### config.mk
export PLATFORM = sky130hd
export DESIGN_NAME = lif_neuron_layer
export DESIGN_NICKNAME = d
export VERILOG_FILES = /design/src/rtl/lif_pkg.sv /design/src/rtl/lif_neuron_core.sv /design/src/rtl/lif_neuron_layer.sv
export SDC_FILE = /design/constraint.sdc
export NUM_CORES = 1
export LEC_CHECK = 0
export BUFFER_PORTS_ARGS = -buffer_cell sky130_fd_sc_hd__buf_4
export CORE_UTILIZATION = 53
export DETAILED_ROUTE_END_ITERATION = 6
export PLACE_DENSITY = 0.79
export SLEW_MARGIN = 20
export SYNTH_ARGS = -nofsm -noshare
export SYNTH_HDL_FRONTEND = slang
export SYNTH_HIERARCHICAL = 1
export SYNTH_SLANG_ARGS = --single-unit
### constraint.sdc
create_clock -name clk -period 22.7 [get_ports clk]
set_input_delay 3.405 -clock clk [delete_from_list [all_inputs] [get_ports clk]]
set_output_delay 3.405 -clock clk [all_outputs]
set_load 0.1 [all_outputs]
### src/rtl/lif_pkg.sv
// Shared definitions for the LIF neuron layer: FSM encoding, weight polarity
// and membrane reset-mode constants.
package lif_pkg;

  typedef enum logic [1:0] {
    ST_IDLE = 2'd0,
    ST_RUN  = 2'd1,
    ST_DONE = 2'd2
  } lif_state_e;

  localparam logic W_POS = 1'b1;
  localparam logic W_NEG = 1'b0;

  localparam logic RM_ZERO = 1'b0;
  localparam logic RM_SUB  = 1'b1;

endpackage

### src/rtl/lif_neuron_core.sv
// Combinational single-neuron update: binary-weight popcount, leak shifter,
// saturating integrate, threshold compare and refractory handling.
module lif_neuron_core
  import lif_pkg::*;
#(
  parameter int unsigned N_INPUTS = 8,
  parameter int unsigned MEM_W    = 6,
  parameter int unsigned THR_W    = MEM_W - 1,
  parameter int unsigned REF_W    = 3
) (
  input  logic [MEM_W-1:0]    u_i,
  input  logic [REF_W-1:0]    c_i,
  input  logic [N_INPUTS-1:0] weights_i,
  input  logic [N_INPUTS-1:0] inputs_i,
  input  logic [THR_W-1:0]    threshold_i,
  input  logic [2:0]          shift_i,
  input  logic [REF_W-1:0]    refractory_i,
  input  logic                reset_mode_i,
  output logic [MEM_W-1:0]    u_o,
  output logic [REF_W-1:0]    c_o,
  output logic                spike_o
);

  // Two guard bits keep d + psp exact before clamping back to MEM_W.
  localparam int unsigned ACC_W = MEM_W + 2;
  localparam logic signed [ACC_W-1:0] MAX_V = {3'b000, {(MEM_W-1){1'b1}}};
  localparam logic signed [ACC_W-1:0] MIN_V = {3'b111, {(MEM_W-1){1'b0}}};

  logic signed [ACC_W-1:0] psp;
  logic signed [ACC_W-1:0] u_ext;
  logic signed [ACC_W-1:0] d;
  logic signed [ACC_W-1:0] acc;
  logic signed [ACC_W-1:0] sat;
  logic signed [ACC_W-1:0] th_ext;
  logic        [MEM_W-1:0] sub;

  always_comb begin
    psp = '0;
    for (int i = 0; i < N_INPUTS; i++) begin
      if (inputs_i[i]) begin
        psp = (weights_i[i] == W_POS) ? psp + ACC_W'(1) : psp - ACC_W'(1);
      end
    end

    u_ext = ACC_W'(signed'(u_i));
    d     = (shift_i == 3'd0) ? u_ext : u_ext - (u_ext >>> shift_i);
    acc   = d + psp;

    if (acc > MAX_V)      sat = MAX_V;
    else if (acc < MIN_V) sat = MIN_V;
    else                  sat = acc;

    th_ext = ACC_W'({1'b0, threshold_i});
    // sat >= th >= 0 whenever this is used, so it never wraps.
    sub    = sat[MEM_W-1:0] - MEM_W'(threshold_i);

    u_o     = u_i;
    c_o     = c_i;
    spike_o = 1'b0;
    if (c_i != '0) begin
      u_o = d[MEM_W-1:0];
      c_o = c_i - REF_W'(1);
    end else if (sat >= th_ext) begin
      spike_o = 1'b1;
      c_o     = refractory_i;
      u_o     = (reset_mode_i == RM_SUB) ? sub : '0;
    end else begin
      u_o = sat[MEM_W-1:0];
    end
  end

endmodule

### src/rtl/lif_neuron_layer.sv
// Layer of LIF neurons sharing one lif_neuron_core, stepped one neuron per
// cycle; holds per-neuron state, configuration and the step FSM.
module lif_neuron_layer
  import lif_pkg::*;
#(
  parameter int unsigned N_INPUTS  = 8,
  parameter int unsigned N_NEURONS = 4,
  parameter int unsigned MEM_W     = 6,
  parameter int unsigned THR_W     = MEM_W - 1,
  parameter int unsigned REF_W     = 3
) (
  input  logic                         clk,
  input  logic                         reset,
  input  logic                         cfg_we,
  input  logic [$clog2(N_NEURONS)-1:0] cfg_addr,
  input  logic [N_INPUTS-1:0]          cfg_weights,
  input  logic [THR_W-1:0]             cfg_threshold,
  input  logic [2:0]                   shift,
  input  logic [REF_W-1:0]             refractory,
  input  logic                         reset_mode,
  input  logic                         step_valid,
  output logic                         step_ready,
  input  logic [N_INPUTS-1:0]          inputs,
  output logic                         spikes_valid,
  output logic [N_NEURONS-1:0]         spikes,
  input  logic [$clog2(N_NEURONS)-1:0] mon_addr,
  output logic [MEM_W-1:0]             mon_membrane
);

  localparam int unsigned IDX_W = $clog2(N_NEURONS);
  localparam logic [IDX_W-1:0] LAST_IDX = IDX_W'(N_NEURONS - 1);

  lif_state_e           state_q;
  logic [IDX_W-1:0]     idx_q;
  logic [N_INPUTS-1:0]  inputs_q;
  logic [N_NEURONS-1:0] spikes_q;
  logic                 step_ready_q;
  logic                 spikes_valid_q;

  logic [MEM_W-1:0]    mem_q [N_NEURONS];
  logic [REF_W-1:0]    ref_q [N_NEURONS];
  logic [N_INPUTS-1:0] w_q   [N_NEURONS];
  logic [THR_W-1:0]    thr_q [N_NEURONS];

  logic [MEM_W-1:0] u_d;
  logic [REF_W-1:0] c_d;
  logic             spike_d;

  lif_neuron_core #(
    .N_INPUTS(N_INPUTS),
    .MEM_W   (MEM_W),
    .THR_W   (THR_W),
    .REF_W   (REF_W)
  ) u_core (
    .u_i         (mem_q[idx_q]),
    .c_i         (ref_q[idx_q]),
    .weights_i   (w_q[idx_q]),
    .inputs_i    (inputs_q),
    .threshold_i (thr_q[idx_q]),
    .shift_i     (shift),
    .refractory_i(refractory),
    .reset_mode_i(reset_mode),
    .u_o         (u_d),
    .c_o         (c_d),
    .spike_o     (spike_d)
  );

  // Step FSM, neuron state write-back and configuration port.
  always_ff @(posedge clk) begin
    if (reset) begin
      state_q        <= ST_IDLE;
      idx_q          <= '0;
      inputs_q       <= '0;
      spikes_q       <= '0;
      step_ready_q   <= 1'b1;
      spikes_valid_q <= 1'b0;
      for (int n = 0; n < N_NEURONS; n++) begin
        mem_q[n] <= '0;
        ref_q[n] <= '0;
        w_q[n]   <= '0;
        thr_q[n] <= '1;
      end
    end else begin
      spikes_valid_q <= 1'b0;
      if (cfg_we && step_ready_q) begin
        w_q[cfg_addr]   <= cfg_weights;
        thr_q[cfg_addr] <= cfg_threshold;
      end
      case (state_q)
        ST_IDLE: begin
          if (step_valid) begin
            inputs_q     <= inputs;
            idx_q        <= '0;
            state_q      <= ST_RUN;
            step_ready_q <= 1'b0;
          end
        end
        ST_RUN: begin
          mem_q[idx_q]    <= u_d;
          ref_q[idx_q]    <= c_d;
          spikes_q[idx_q] <= spike_d;
          if (idx_q == LAST_IDX) begin
            state_q        <= ST_DONE;
            spikes_valid_q <= 1'b1;
          end else begin
            idx_q <= idx_q + IDX_W'(1);
          end
        end
        ST_DONE: begin
          state_q      <= ST_IDLE;
          step_ready_q <= 1'b1;
        end
        default: begin
          state_q      <= ST_IDLE;
          step_ready_q <= 1'b1;
        end
      endcase
    end
  end

  assign step_ready   = step_ready_q;
  assign spikes_valid = spikes_valid_q;
  assign spikes       = spikes_q;
  assign mon_membrane = mem_q[mon_addr];

endmodule

==> results.toml <==
[finish]
diodes = 0
multi_input_area_um2 = 5160
regArea_um2 = 3040
syn_to_final_growth_pct = 9.42
nets = 929
drive_gt1_frac = 0.183
fill_cells = 1279

[critical_path]
crit_type = "reg -> reg"
end_kind = "register"
path_buf_inv = 4
cp_slowest_cell = "mux4_2"
crit_family = "adder cells"
reg2reg_slack_ns = 9.98
startpoint_type = "register"
crit_arrival_ns = 12.83
worst_ep_required_time_ns = 22.81
cp_slowest_stage_delay_ns = 0.56
cpMostUsedCell = "ha_1"
crit_fanout = 22

[yosys]
async_flop_share = 0
synth-edff-count = 88
yosysTopAreaCellShare = 0.311
synthFlopType = "edfxtp_1"
ys_ff_latch = 108
synth_compound_area_frac = 0.140
synthCells = 793
syn-cell-area_um2 = 8500
synth_top_family_by_area = "simple AND/OR/NAND/NOR gates"
yosysWarnings = 6
synth_mux_area_frac = 0.117
syn_avg_cell_area_um2 = 10.7
syn-num-nets = 900
synth_area_leader_cell = "edfxtp_1"
synth-simple-area-share = 0.175
synth_xor_area_frac = 0.0604
seq_area_frac_synth = 0.358
synth_cell_types = 76
synth_area_leaders = "edfxtp_1 31%, ha_1 8.7%, mux4_2 7.7%, and2_1 5.3%, dfxtp_1 4.7%"
synth_adder_area_share = 0.115

[clock_network]
cts_buffers = 9
cts-resized-gates = 0
h-tree-depth = 3
path_clk_slew_ns = 0.07
postCtsSetupRepairBufs = 0
holdBufCountCts = 0
cts_max_path_buffers = 2
cts_tree = "built"
clkLatencyLatePin_ns = 0.36
cts-root-buf = "clkbuf_16"
clkSinkCount = 108

[drt]
viasPerCell = 5.83
vias = 6051
wl_um = 17400
drt-pass1-iter-count = 5
drcViolationCount = 0
drtAntennaViolNets = 0
dr.first_iter.drc_count = 564
wl_per_cell_um = 16.8

[place]
place_ws_ns = 10.09
io_buffers = 47
hpwl_um = 12800
place.gp.congestion = 0.871

[sta]
hold_viol = 0
slew_headroom = 0.425
rsz0062_at_grt = "no"
setup_violations = 0
worstMarginPinSlew_ns = 0.858
drv_slew = 0
finalClockSkew_ns = 0.00947
fmax_mhz = 78.6
period_needed_ns = 12.72
period_share = 0.560
finalSetupTns_ns = 0
layout_setup_ws_ns = 9.98
fin_hold_ws_ns = 0.584

[floorplanning]
ioPinCount = 48
placementRows = 45
start_util = 0.551
fp.coreArea_um2 = 15400
fp.dieH_um = 129
die_area_um2 = 16500
fp.dieW_um = 129

[power]
sequentialPowerShare = 0.205
switchingPower_uw = 502
clockPowerShare = 0.144
p_leak_nw = 3.71
ir_worst_vdd_uv = 141
p_comb_frac = 0.651
sw_frac_of_total = 0.437
internal-power_uw = 646
power_density_nw_per_um2 = 123

[flow_run]
drv_cap = 0

[global_route]
antenna_found_initial = 0
grt_pass1_wl_um = 29100
grt.total_usage = 0.225
overflow = 0
grt_pass1_vias = 6025
grt_start_max_net_pins = 29

[outcome]
outcome = "completed"

[hold_path]
min_path_type = "reg -> reg"
==> layout make-up <==
cell class                      count  share of cell area
Inverter                           39              0.0157
Clock buffer                       11              0.0272
Tap cell                          211              0.0284
Timing Repair Buffer               49              0.0396
Clock inverter                      5             0.00686
Multi-Input combinational cell    615               0.555
Sequential cell                   108               0.327
==> sequential cells by signal, indices dropped and copies added, names as in the netlist, named ones only <==
| register | flops |
|---|---|
| idx_q | 2 |
| inputs_q | 8 |
| mem_q | 24 |
| ref_q | 12 |
| spikes | 4 |
| spikes_valid | 1 |
| state_q | 2 |
| step_ready | 1 |
| thr_q | 20 |
| w_q | 32 |
==> worst paths after layout <==
kind	start	end	depth (start not counted)
worst min register to register	spikes[0]$_SDFFE_PP0P_	spikes[0]$_SDFFE_PP0P_	2
worst max register to register	register	mem_q[2][4]$_SDFFCE_PN0P_	52
worst min-delay path	spikes[0]$_SDFFE_PP0P_	spikes[0]$_SDFFE_PP0P_	2
worst max-delay path	register	mem_q[2][4]$_SDFFCE_PN0P_	52
==> metrics by stage <==
step | instance area [um2] | utilization | instances | power [mW]
6_report | 9300 | 0.603 | 1038 | 1.15
5_1_grt | 9300 | 0.603 | 1038 | 1.23
4_1_cts | 9300 | 0.603 | 1038 | 1.14
3_5_place_dp | 8980 | 0.582 | 1022 | 0.969
3_3_place_gp | 8980 | 0.582 | 1022 | 0.960
2_1_floorplan | 8500 | - | 793 | 0.831
==> synth_stat cells, types with 3 or more instances <==
master / n
nand2b_1: 26
nand4_1: 4
mux4_2: 29
o21bai_1: 8
ha_1: 59
nor3b_1: 3
a31o_1: 3
mux2_2: 20
o211ai_1: 5
buf_1: 4
nor2_1: 34
nand3_1: 12
edfxtp_1: 88
a31oi_1: 3
clkbuf_1: 15
and2_1: 72
mux2i_1: 10
a211oi_1: 8
buf_2: 6
xor2_1: 13
nand2_1: 53
o21ai_0: 19
inv_1: 37
o21a_1: 10
nand3b_1: 4
o21ai_1: 4
a21oi_1: 60
dfxtp_1: 20
xnor3_1: 3
a21o_1: 22
xnor2_1: 35
or3_1: 3
nor3_1: 6
buf_4: 4
a21bo_2: 5
or2_2: 10
fa_1: 12
a31o_2: 4
nor4_4: 3
nor2b_1: 11
==> placed cells by master (no fill, tap or decap), drive strengths merged, types with 26 or more instances in the layout <==
cell type and count:
nor2 34, nand2b 26, inv 42, mux4 29
buf 49, and2 72, xnor2 35, edfxtp 88
nand2 54, ha 59, a21oi 60
==> power groups by stage <==
stage / registers (mW) / logic (mW) / clock network [mW]
2_1_floorplan: 0.238 / 0.593 / 0
3_3_place_gp: 0.239 / 0.721 / 0
3_5_place_dp: 0.240 / 0.730 / 0
4_1_cts: 0.235 / 0.739 / 0.166
5_1_grt: 0.237 / 0.819 / 0.172
6_report: 0.235 / 0.748 / 0.165
==> worst min-delay path, delay by kind of cell (launching register included) <==
family	cells	cell delay [ns]
flops	1	0.31
compound gates	2	0.22
==> kinds of logic (layout without fill, tap and decap cells) <==
logic type      after synthesis  count (layout)
compound gates              175             175
xor+xnor                     52              52
fa+ha+maj                    71              71
buf+inv                      70             104
flops                       108             108
mux                          60              60
simple gates                257             257
==> layer usage <==
layer	GRT usage	up-vias	share of wire	wire [um]
met2	0.376	153	0.48	8350
met4	0.0955	0	0.028	484
met5	0	-	0	0
met3	0.0233	33	0.038	662
li1	-	2958	-	-
met1	0.298	2907	0.45	7930
No activity file was read; power rests on OpenSTA's default activity.
